`config.mk`:
```
export PLATFORM = sky130hd
export DESIGN_NAME = bytes2bits_stream
export DESIGN_NICKNAME = d
export VERILOG_FILES = /design/src/rtl/bytes2bits_stream.sv
export SDC_FILE = /design/constraint.sdc
export NUM_CORES = 1
export LEC_CHECK = 0
export ABC_AREA = 1
export CAP_MARGIN = 20
export CORE_ASPECT_RATIO = 1.1
export CORE_UTILIZATION = 35
export DETAILED_ROUTE_END_ITERATION = 10
export HOLD_SLACK_MARGIN = 0.15
export PLACE_DENSITY = 0.74
export SLEW_MARGIN = 20
export SYNTH_ARGS = -nofsm -noshare
export SYNTH_HDL_FRONTEND = slang
export SYNTH_SLANG_ARGS = --single-unit
```
`constraint.sdc`:
```
create_clock -name clk -period 1.69 [get_ports clk]
set_clock_uncertainty 0.1 [all_clocks]
set_input_delay 0.338 -clock clk [delete_from_list [all_inputs] [get_ports clk]]
set_output_delay 0.338 -clock clk [all_outputs]
set_load 0.02 [all_outputs]
```
`src/rtl/bytes2bits_stream.sv`:
```
// Byte-word to narrow-beat serializer: captures N_BYTES bytes and emits them
// LSB-first as BITS_PER_BEAT-wide beats under valid/ready handshakes.
//
// state | meaning
// IDLE  | no word held; ready for a new input word
// SHIFT | word held; beat counter selects the current beat, 0..NB-1
module bytes2bits_stream #(
  parameter int N_BYTES       = 4,
  parameter int BITS_PER_BEAT = 1
) (
  input  logic                          clk,
  input  logic                          rst,
  input  logic [N_BYTES-1:0][7:0]       bytes_i,
  input  logic                          in_valid_i,
  output logic                          in_ready_o,
  output logic [BITS_PER_BEAT-1:0]      bits_o,
  output logic                          out_valid_o,
  input  logic                          out_ready_i,
  output logic                          last_o,
  output logic                          busy_o
);

  localparam int W  = N_BYTES * 8;
  localparam int NB = W / BITS_PER_BEAT;
  localparam int CW = (NB > 1) ? $clog2(NB) : 1;

  typedef enum logic {IDLE, SHIFT} state_t;

  state_t          state_q, state_d;
  logic [W-1:0]    word_q, word_d;
  logic [CW-1:0]   cnt_q, cnt_d;
  logic            at_last;
  logic            in_xfer;
  logic            out_xfer;

  assign at_last     = (state_q == SHIFT) && (cnt_q == CW'(NB - 1));
  assign last_o      = at_last;
  assign out_valid_o = (state_q == SHIFT);
  assign busy_o      = (state_q == SHIFT);
  // Final beat may hand over to the next word in the same cycle.
  assign in_ready_o  = (state_q == IDLE) || (at_last && out_ready_i);
  // The word register shifts right per beat, so the current beat is always its low slice.
  assign bits_o      = word_q[BITS_PER_BEAT-1:0];
  assign in_xfer     = in_valid_i && in_ready_o;
  assign out_xfer    = out_valid_o && out_ready_i;

  always_ff @(posedge clk) begin
    if (rst) begin
      state_q <= IDLE;
      word_q  <= '0;
      cnt_q   <= '0;
    end else begin
      state_q <= state_d;
      word_q  <= word_d;
      cnt_q   <= cnt_d;
    end
  end

  always_comb begin
    state_d = state_q;
    word_d  = word_q;
    cnt_d   = cnt_q;
    case (state_q)
      IDLE: begin
        if (in_xfer) begin
          state_d = SHIFT;
          word_d  = bytes_i;
          cnt_d   = '0;
        end
      end
      SHIFT: begin
        if (out_xfer) begin
          if (!at_last) begin
            cnt_d  = cnt_q + CW'(1);
            word_d = word_q >> BITS_PER_BEAT;
          end else if (in_xfer) begin
            word_d = bytes_i;
            cnt_d  = '0;
          end else begin
            // Clear the word so bits_o reads zero while idle.
            state_d = IDLE;
            word_d  = '0;
            cnt_d   = '0;
          end
        end
      end
      default: begin
        state_d = IDLE;
        word_d  = '0;
        cnt_d   = '0;
      end
    endcase
  end

endmodule

```
==> qor.csv <==
metric;value;unit
yosysWarnings;0;
endpoint_kind;primary output;
power_density;844;nW/um^2
antennaDiodeCount;0;
relSlewSlack;83.9;%
postRouteAntennaNets;0;
synth_top_area_cell;dfxtp_1;
cts_tree;done;
track_usage;16.9;%
cts_sinks;38;
worst-setup-path-type;register to primary output;
routed_via_density;4.87;
antenna_found_initial;0;
clockBufferDepth;2;
ys_ff_latch;38;
drc;0;
die_w;69.0;um
rsz0062_at_grt;yes;
syn-num-nets;289;
max_freq;0.565;GHz
dieArea;5220;um^2
rows;26;
period_share;105;%
worstSkewPairLatency;0.28;ns
core-area;4680;um^2
synth-edff-count;0;
critPathArrivalTime;1.33;ns
period_needed;1.77;ns
final_util;52.5;%
ys_async_sr_fraction;0;%
slew_viol_final;0;
hold_class;register to register;
grt-ovfl-total;0;
syn_inst;251;
root_buffer;clkbuf_8;
ir_drop;0.557;mV
numCtsBuffers;5;
io_pins;41;
seq_area_frac_synth;44.0;%
gp_congestion;0.747;
yosysMostFrequentCell;nand2_1;
wl;3900;um
num_vias;1734;
drt_first_pass_iters;4;
io_buffers;40;
synth_xor_area_share;0;%
yosys.area_share.adder;1.45;%
drive_above_1_share;13.7;%
cp-start-kind;register;
power;2.08;mW
fin_nets;337;
syn_area;1730;um^2
cts_hold_buf;0;
die-height;75.7;um
synth_top_area_share;44.0;%
drt_iter0_drc;82;
worst_pin_slew;0.241;ns
syn_avg_cell_area;6.88;um^2
hold_violations;0;
yosys-top-cells-count;nand2_1 (73), a21oi_1 (38), dfxtp_1 (38);
grt_pass1_wl;6640;um
failed_checks;setup timing;
cp.required;1.25;ns
p_leak;1.05;nW
grt_max_degree;37;
wl_per_cell;10.9;um
fin_cells;356;
synthTopCellsByArea;dfxtp_1 (44%), nand2_1 (16%), a21oi_1 (11%);
dp_hpwl;2460;um
synthSimpleGateAreaFrac;26.5;%
synthMuxAreaShare;0;%
setup_viol;7;
grt_pass1_vias;1584;
syn2layout_area_growth;42.3;%
synth_compound_area_share;21.4;%
fin_ws;-0.0805;ns
initial_core_util;36.9;%
maxCapViolCount;0;
synth_cell_type_count;20;
yosys_most_used_dff;dfxtp_1;
status;complete, but fails checks;
cp_max_fo;3;
place_ws;-0.391;ns
place_inst;347;
cts_max_level;2;
path_clk_slew;0.07;ns
synth_top_family_by_area;simple AND/OR/NAND/NOR gates;
[cells by family after synthesis]
kind of cell    count (synthesis)
flops                          38
buf+inv                        22
compound gates                 73
simple gates                  116
fa+ha+maj                       2
[worst max-delay path, cell delays in order, from the launching register on]
cell	delay, ns
dfxtp_2	0.36
ha_4	0.15
nand2_4	0.05
nor2_4	0.10
ha_4	0.16
nand2_4	0.05
nand2_2	0.07
buf_6	0.12
[report_power, final]
group,switching [mW],internal (mW),total (mW)
clock network,0.305,0.329,0.634
logic,0.208,0.218,0.426
registers,0.0397,0.975,1.02
total,0.552,1.52,2.08
[layout make-up]
class,instances,area [um^2]
Clock buffer,7,86.3
Clock inverter,1,5.00
Fill cell,478,2230
Inverter,5,18.8
Multi-Input combinational cell,191,902
Sequential cell,38,763
Tap cell,56,70.1
Timing Repair Buffer,58,613
[stage by stage]
stage	hold slack [ns]	setup TNS, ns	area, um^2
after floorplan	0.307	0	1730
after global placement	0.379	-2.37	2310
after detailed placement	0.386	-4.23	2310
after CTS	0.395	-2.31	2420
after global routing	0.448	-3.90	2460
final	0.417	-0.201	2460
[what timing repair did]
| action | CTS | global route |
|---|---|---|
| pin swaps | 5 | 3 |
| endpoints found under the setup margin | 37 | 37 |
| buffers inserted | 0 | 1 |
| resized for setup | 22 | 5 |
[registers in the layout (all words and copies together) (netlist names)]
name,flops
busy_o,1
cnt_q,5
word_q,32
[cell usage in the layout (no fill, tap or decap), types with 4 or more instances in the layout]
cell | synthesis | final
clkbuf_8 | 0 | 6
o21ai_0 | 28 | 28
clkdlybuf4s50_1 | 0 | 35
o21ai_1 | 6 | 6
buf_4 | 1 | 12
dfxtp_1 | 38 | 36
nand2_1 | 73 | 70
inv_1 | 4 | 4
nand3_1 | 4 | 4
nor2_1 | 34 | 33
nand2_2 | 3 | 4
a21oi_1 | 38 | 38
buf_12 | 0 | 6
[final timing paths]
kind / slack (ns) / endpoint / start / cells past startpoint
max reg2reg: -0.02 / word_q[31]$_SDFFE_PP0P_ / cnt_q[0]$_SDFFE_PP0P_ / 10
max: -0.08 / in_ready_o / cnt_q[0]$_SDFFE_PP0P_ / 7
min reg2reg: 0.42 / word_q[29]$_SDFFE_PP0P_ / word_q[29]$_SDFFE_PP0P_ / 2
min: 0.42 / word_q[29]$_SDFFE_PP0P_ / word_q[29]$_SDFFE_PP0P_ / 2
[routing by layer]
metal | vias up | part of all wire, % | track usage (%)
met5 | - | 0 | 0
met4 | 0 | 1.1 | 4.54
met3 | 5 | 4.9 | 6.14
met2 | 39 | 49 | 29.3
met1 | 776 | 45 | 19.5
li1 | 914 | - | -
No activity file was read; power rests on OpenSTA's default activity.
